===== config.mk =====
export PLATFORM = sky130hd
export DESIGN_NAME = mem_arbiter
export DESIGN_NICKNAME = d
export VERILOG_FILES = /design/src/rtl/mem_arb_pkg.sv /design/src/rtl/arb_pick.sv /design/src/rtl/mem_arbiter.sv
export SDC_FILE = /design/constraint.sdc
export NUM_CORES = 1
export LEC_CHECK = 0
export CAP_MARGIN = 40
export CORE_AREA = 10 10 138 140
export CTS_BUF_LIST = sky130_fd_sc_hd__clkbuf_16
export CTS_CLUSTER_DIAMETER = 60
export CTS_CLUSTER_SIZE = 30
export DETAILED_ROUTE_END_ITERATION = 16
export DIE_AREA = 0 0 148 150
export PLACE_DENSITY = 0.69
export RECOVER_POWER = 50
export SYNTH_ARGS = -nofsm -noshare
export SYNTH_HDL_FRONTEND = slang
export SYNTH_SLANG_ARGS = --single-unit

===== constraint.sdc =====
create_clock -name clock -period 1.9 [get_ports clock]
set_input_delay 0.57 -clock clock [delete_from_list [all_inputs] [get_ports clock]]
set_output_delay 0.57 -clock clock [all_outputs]
set_load 0.1 [all_outputs]

===== src/rtl/mem_arb_pkg.sv =====
// mem_arb_pkg: shared encodings for the memory arbiter (FSM states, port IDs, cache ops).
// Revision 1.0
`default_nettype none

package mem_arb_pkg;

  typedef enum logic [1:0] {
    ST_IDLE = 2'd0,
    ST_BUSY = 2'd1,
    ST_DONE = 2'd2
  } state_t;

  typedef enum logic [1:0] {
    OP_NONE  = 2'd0,
    OP_READ  = 2'd1,
    OP_WRITE = 2'd2
  } op_t;

  localparam logic PORT_I = 1'b0;
  localparam logic PORT_D = 1'b1;

endpackage

`default_nettype wire


===== src/rtl/arb_pick.sv =====
// arb_pick: combinational winner selection between instruction and data requests.
// Macro ARB_ROUND_ROBIN_EN selects round-robin (else fixed data-over-instruction priority). Revision 1.0
`default_nettype none

module arb_pick
  import mem_arb_pkg::*;
(
  input  logic ireq_i,
  input  logic dreq_i,
  input  logic last_i,
  output logic grant_o
);

`ifdef ARB_ROUND_ROBIN_EN
  always_comb begin
    grant_o = PORT_I;
    if (ireq_i && dreq_i) begin
      grant_o = (last_i == PORT_I) ? PORT_D : PORT_I;
    end else if (dreq_i) begin
      grant_o = PORT_D;
    end
  end
`else
  logic unused_inputs;

  // Fixed priority never looks at the instruction request or the history bit.
  assign unused_inputs = ireq_i ^ last_i;

  always_comb begin
    grant_o = dreq_i ? PORT_D : PORT_I;
  end
`endif

endmodule

`default_nettype wire


===== src/rtl/mem_arbiter.sv =====
// mem_arbiter: shares one cache port between instruction-fetch and data requesters.
// Arbitration policy set by ARB_ROUND_ROBIN_EN (see arb_pick). Revision 1.0
`default_nettype none

module mem_arbiter
  import mem_arb_pkg::*;
#(
  parameter int ADDR_W = 32,
  parameter int DATA_W = 32
) (
  input  logic              clock,
  input  logic              reset,
  input  logic              i_read,
  input  logic [ADDR_W-1:0] i_addr,
  output logic [DATA_W-1:0] i_rdata,
  output logic              i_stall,
  input  logic              d_read,
  input  logic              d_write,
  input  logic [ADDR_W-1:0] d_addr,
  input  logic [DATA_W-1:0] d_wdata,
  output logic [DATA_W-1:0] d_rdata,
  output logic              d_stall,
  output logic              m_read,
  output logic              m_write,
  output logic [ADDR_W-1:0] m_addr,
  output logic [DATA_W-1:0] m_wdata,
  input  logic [DATA_W-1:0] m_rdata,
  input  logic              m_stall
);

  state_t            state_q,   state_d;
  op_t               op_q,      op_d;
  logic              grant_q,   grant_d;
  logic              last_q,    last_d;
  logic [ADDR_W-1:0] addr_q,    addr_d;
  logic [DATA_W-1:0] wdata_q,   wdata_d;
  logic [DATA_W-1:0] i_rdata_q, i_rdata_d;
  logic [DATA_W-1:0] d_rdata_q, d_rdata_d;

  logic ireq;
  logic dreq;
  logic pick;

  assign ireq = i_read;
  assign dreq = d_read | d_write;

  arb_pick u_arb_pick (
    .ireq_i  (ireq),
    .dreq_i  (dreq),
    .last_i  (last_q),
    .grant_o (pick)
  );

  always_ff @(posedge clock or negedge reset) begin
    if (!reset) begin
      state_q   <= ST_IDLE;
      op_q      <= OP_NONE;
      grant_q   <= PORT_I;
      last_q    <= PORT_I;
      addr_q    <= '0;
      wdata_q   <= '0;
      i_rdata_q <= '0;
      d_rdata_q <= '0;
    end else begin
      state_q   <= state_d;
      op_q      <= op_d;
      grant_q   <= grant_d;
      last_q    <= last_d;
      addr_q    <= addr_d;
      wdata_q   <= wdata_d;
      i_rdata_q <= i_rdata_d;
      d_rdata_q <= d_rdata_d;
    end
  end

  always_comb begin
    state_d   = state_q;
    op_d      = op_q;
    grant_d   = grant_q;
    last_d    = last_q;
    addr_d    = addr_q;
    wdata_d   = wdata_q;
    i_rdata_d = i_rdata_q;
    d_rdata_d = d_rdata_q;
    case (state_q)
      ST_IDLE: begin
        if (ireq || dreq) begin
          state_d = ST_BUSY;
          grant_d = pick;
          last_d  = pick;
          if (pick == PORT_D) begin
            // A simultaneous read+write is a write; the read is dropped.
            op_d    = d_write ? OP_WRITE : OP_READ;
            addr_d  = d_addr;
            wdata_d = d_wdata;
          end else begin
            op_d   = OP_READ;
            addr_d = i_addr;
          end
        end
      end
      ST_BUSY: begin
        if (!m_stall) begin
          state_d = ST_DONE;
          if (op_q == OP_READ) begin
            if (grant_q == PORT_I) begin
              i_rdata_d = m_rdata;
            end else begin
              d_rdata_d = m_rdata;
            end
          end
        end
      end
      ST_DONE: begin
        state_d = ST_IDLE;
      end
      default: begin
        state_d = ST_IDLE;
      end
    endcase
  end

  // Cache-side signals come only from latched state so the cache sees a stable request.
  assign m_read  = (state_q == ST_BUSY) && (op_q == OP_READ);
  assign m_write = (state_q == ST_BUSY) && (op_q == OP_WRITE);
  assign m_addr  = addr_q;
  assign m_wdata = wdata_q;

  assign i_rdata = i_rdata_q;
  assign d_rdata = d_rdata_q;
  assign i_stall = ireq & ~((state_q == ST_DONE) && (grant_q == PORT_I));
  assign d_stall = dreq & ~((state_q == ST_DONE) && (grant_q == PORT_D));

endmodule

`default_nettype wire

# [Yosys cells after proc, flatten, opt, wreduce, memory -nomap -nowiden]
# Index checks and enable logic that the tools add are counted.
[op_classes] mul=0 n_bitwise=7 n_shift=0 n_addsub=0 n_mux=7 reduce_logical=11 magnitude_cmp=0 eq_ne=6 div_mod_pow=0
[op_table] operator="$mux W32" n=1
[op_table] operator="$mux W2" n=4
[op_table] operator="$reduce_and A4 Y1" n=2
[op_table] operator="$eq A2 B1 Y1 const B" n=2
[op_table] operator="$eq A2 B2 Y1 const B" n=2
[op_table] operator="$logic_and A1 B1 Y1" n=4
[op_table] operator="$ne A2 B2 Y1 const B" n=2
[op_table] operator="$not A1 Y1" n=4
[op_table] operator="$pmux W2 S2" n=1
[op_table] operator="$reduce_and A2 Y1" n=2
[op_table] operator="$reduce_and A3 Y1" n=1
[op_table] operator="$and A1 B1 Y1" n=2
[op_table] operator="$logic_not A2 Y1" n=1
[op_table] operator="$logic_or A1 B1 Y1" n=1
[op_table] operator="$mux W1" n=1
[op_table] operator="$or A1 B1 Y1" n=1
[totals] rom_bits=0 in_bits=134 ram_bits=0 wordCells=38 out_inout_bits=132 regBits=133 latch_bits=0 memories=0

# [Depth between registers and ports, before layout]
# Gate-level depths: netlist of run 1.
[depth] depth_word=4 mapped_depth=4 ltp_nobuf=3

# [By module]
# From an unflattened synthesis of run 1, not the netlist that was laid out.
[unflattened] hier_cells=372 area_unflattened_um2=5398.9
[by_module_without_submodules] mod="mem_arbiter" cells_per_inst=371 n_inst=1 area_each_um2=5391.4 seq_area_each_um2=3328.2
[by_module_without_submodules] mod="arb_pick" cells_per_inst=1 n_inst=1 area_each_um2=7.5 seq_area_each_um2=0.0

# [Worst setup path after synthesis of run 1]
# Ideal clock, no wire load.
[synth_path] path_kind="input to output" startpoint="in d_read" endpoint="out d_stall" stages=3 required_time_ps=1330 n_path_buf=1 t_arrival_ps=2280 slack_ps=-950 cell_sequence="nor2_4 > buf_6 > a31oi_1"
[synth_between] elab_chain_len=2
[synth_rtl] item="start, declared" line="mem_arbiter.sv:17" rtl="input logic d_read,"
[synth_rtl] item="$or A1 B1 Y1" line="mem_arbiter.sv:45" rtl="assign dreq = d_read | d_write;"
[synth_rtl] item="$and A1 B1 Y1" line="mem_arbiter.sv:132" rtl="assign d_stall = dreq & ~((state_q == ST_DONE) && (grant_q == PORT_D));"
[synth_rtl] item="end, declared" line="mem_arbiter.sv:22" rtl="output logic d_stall,"
# Every way passes these cells.

# [Worst setup path in the final report of run 1]
[layout_path] startpoint="reg state_q[1]" endpoint="out i_stall"
[layout_between] elab_chain_len=4
[layout_rtl] item="start, declared" line="mem_arbiter.sv:31" rtl="state_t state_q, state_d;"
[layout_rtl] item="start signal, assigned" line="mem_arbiter.sv:65" rtl="state_q <= state_d;"
[layout_rtl] item="$eq A2 B2 Y1" line="mem_arbiter.sv:131" rtl="assign i_stall = ireq & ~((state_q == ST_DONE) && (grant_q == PORT_I));"
[layout_rtl] item="$logic_and A1 B1 Y1" line="mem_arbiter.sv:131"
[layout_rtl] item="$not A1 Y1" line="mem_arbiter.sv:131"
[layout_rtl] item="$and A1 B1 Y1" line="mem_arbiter.sv:131"
[layout_rtl] item="end, declared" line="mem_arbiter.sv:16" rtl="output logic i_stall,"
# Every way passes these cells.

==> results of run 1 <==
synth_stat cells:
library cell,n
nor3_1,1
nand3_1,1
mux2_2,120
nand3b_4,1
nand2_1,2
nor2_4,1
buf_6,12
a21bo_2,1
o31a_1,1
a31oi_1,1
o31ai_4,1
nor2_2,1
nand2_2,1
mux2_4,30
o21ai_2,1
dfrtp_1,133
buf_2,3
and4bb_4,1
mux2_1,11
mux2i_1,1
inv_1,3
nor2_1,1
and4_1,1
final timing paths:
kind	start	endpoint	slack, ns	depth (start not counted)
setup / recovery	state_q[1]$_DFFE_PN0P_	i_stall	-0.04	3
hold / removal	i_rdata[26]$_DFFE_PN0P_	i_rdata[26]$_DFFE_PN0P_	0.49	1
setup reg to reg	state_q[1]$_DFFE_PN0P_	m_wdata[22]$_DFFE_PN0P_	0.13	5
hold reg to reg	i_rdata[26]$_DFFE_PN0P_	i_rdata[26]$_DFFE_PN0P_	0.49	1
max in group asynchronous	reset	d_rdata[17]$_DFFE_PN0P_	0.24	2
min in group asynchronous	reset	m_wdata[2]$_DFFE_PN0P_	0.59	1
logic make-up after synthesis:
kind of cell,Yosys count
AOI/OAI and AO/OA,5
buffers and inverters,18
DFF,133
muxes,162
and+or+nand+nor,11
stage by stage:
step                      area, um2  instances
final                         10100        851
after global routing          10100        851
after CTS                     10500        849
after detailed placement       9930        816
after global placement         9930        816
after floorplan                5590        329
area by class of cell:
class                           instances  area, um2  share of cell area [%]
Timing Repair Buffer                  286       3820                    37.9
Clock inverter                         14        121                    1.20
Clock buffer                           17        425                    4.22
Sequential cell                       133       3330                    33.0
Inverter                                3       11.3                   0.112
Tap cell                              220        275                    2.73
Multi-Input combinational cell        178       2100                    20.8
cells in the final DEF (no fill, tap or decap), types with 5 or more instances in the layout:
master / count
mux2_1: 11
clkbuf_16: 17
buf_12: 110
buf_2: 13
mux2_2: 120
mux2_4: 30
buf_4: 10
dfrtp_1: 131
clkdlybuf4s50_1: 128
clkinv_1: 5
clkbuf_4: 17
sequential cells by signal, indices dropped and copies added (netlist names):
signal / flops
d_rdata: 32
i_rdata: 32
m_addr: 32
m_wdata: 32
op_q: 2
state_q: 2
grant_q: 1
worst max-delay path, cell delays in order (launching register included):
cell and delay, ns:
dfrtp_2 0.39, inv_2 0.06, o31a_4 0.35, buf_12 0.16
layer usage:
metal | part of all wire, % | routed length, um
met5 | 0 | 0
met4 | 1.1 | 198
met3 | 11 | 1970
met2 | 52 | 9070
met1 | 35 | 6160
what timing repair did:
action,4_1_cts,5_1_grt
hold endpoints to repair,0,0
setup endpoints to repair,4,4
hold buffers,0,0
resized for setup,7,0
pin swaps,3,1
setup buffers,2,2
==> results.cfg, run 1 <==
[run_status]
outcome = complete, but fails checks
violations = negative setup slack

[finish]
utilization_pct = 61.7
drive_above_1_share_pct = 53.6
synthToLayoutAreaGrowth_pct = 81.0
nFillCells = 1254
final_net_count = 753
diodes = 0

[routing]
drt_pass1_iterations = 4
routed_wl_mm = 17.4
wl_per_cell_um = 20.4
vias = 3873
detail-route-antenna-nets = 0
dr.first_iter.drc_count = 88
viasPerCell = 4.55
drc_errors = 0

[timing]
finalCritPeriodShare_pct = 102
worst_hold_slack_ns = 0.490
setup_viol = 4
drv_slew = 0
layout_setup_ws_ns = -0.0438
period_needed_ns = 1.94
slew_headroom_pct = 9.51
skew_ns = 0.00896
tns_ns = -0.0942
hold_violations = 0
tightest_slew_ns = 1.36
max_freq_ghz = 0.514
rsz0062_at_grt = yes

[synth]
ys_ff_latch = 133
synth_compound_gate_area_share_pct = 0.988
synth_top_family_by_area = multiplexers
yosysTopAreaCell = dfrtp_1
synth-seq-area-share_pct = 59.7
syn_nets = 463
syn-instance-count = 329
synth_top_area_share_pct = 59.7
synth.area.top_cells = dfrtp_1 60%, mux2_2 24%, mux2_4 8.1%
yosys_warnings = 0
ys_types = 23
muxShareOfSynthArea_pct = 34.7
synthAdderAreaFrac_pct = 0
synthesis.area_um2 = 5570
synthXorXnorAreaFrac_pct = 0
syn-mean-instance-area_um2 = 16.9
yosys.area_share.simple_pct = 1.62

[critical_path]
cp_max_fo = 3
worstPathRequired_ns = 1.33
critPathLaunchType = flop
crit_path_end_kind = primary output
critPathKind = reg -> out
arrival_ns = 1.37

[clock_network]
path_clk_slew_ns = 0.06
cts_htree_levels = 4
ctsRootBufferMaster = clkbuf_16
cts_made_buffers = 17
clk_latency_ns = 0.41
clkSinkCount = 133
clockBufferDepth = 2
cts_tree = done

[floorplanning]
core-area_um2 = 16300
die_h_um = 150
fp.dieW_um = 148
die_area_um2 = 22200
start_util_pct = 34.1
core.rowCount = 47
ios = 266

[global_route]
grt_max_degree = 41
grtUsageMet2_pct = 26.9
top_usage_layer = met2
grt_first_pass_wirelength_mm = 26.5
antenna_found_initial = 0
overflow = 0
grtUsageMet1_pct = 15.5
grt.total_usage_pct = 15.5
grt_pass1_vias = 4465
met3_usage_pct = 9.48

[hold_path]
hp-class = reg -> reg

[place]
pre_cts_ws_ns = -0.363
dp_hpwl_mm = 13.9
place_congestion = 0.758
io_buffers = 265

[flow_run]
drv_cap = 0
Power of run 1 is not shown: default switching activity piles up to over one toggle a cycle in this logic, so the estimate is an artifact.
==> run 2: changes to the inputs <==
ABC_CLOCK_PERIOD_IN_PS = 1900   (was default)
GPL_ROUTABILITY_DRIVEN = 1   (was default)
==> results of run 2 <==
Same layout as run 1: the final DEF is identical, and so are final timing and power.
Power of run 2 is left out for the same reason.
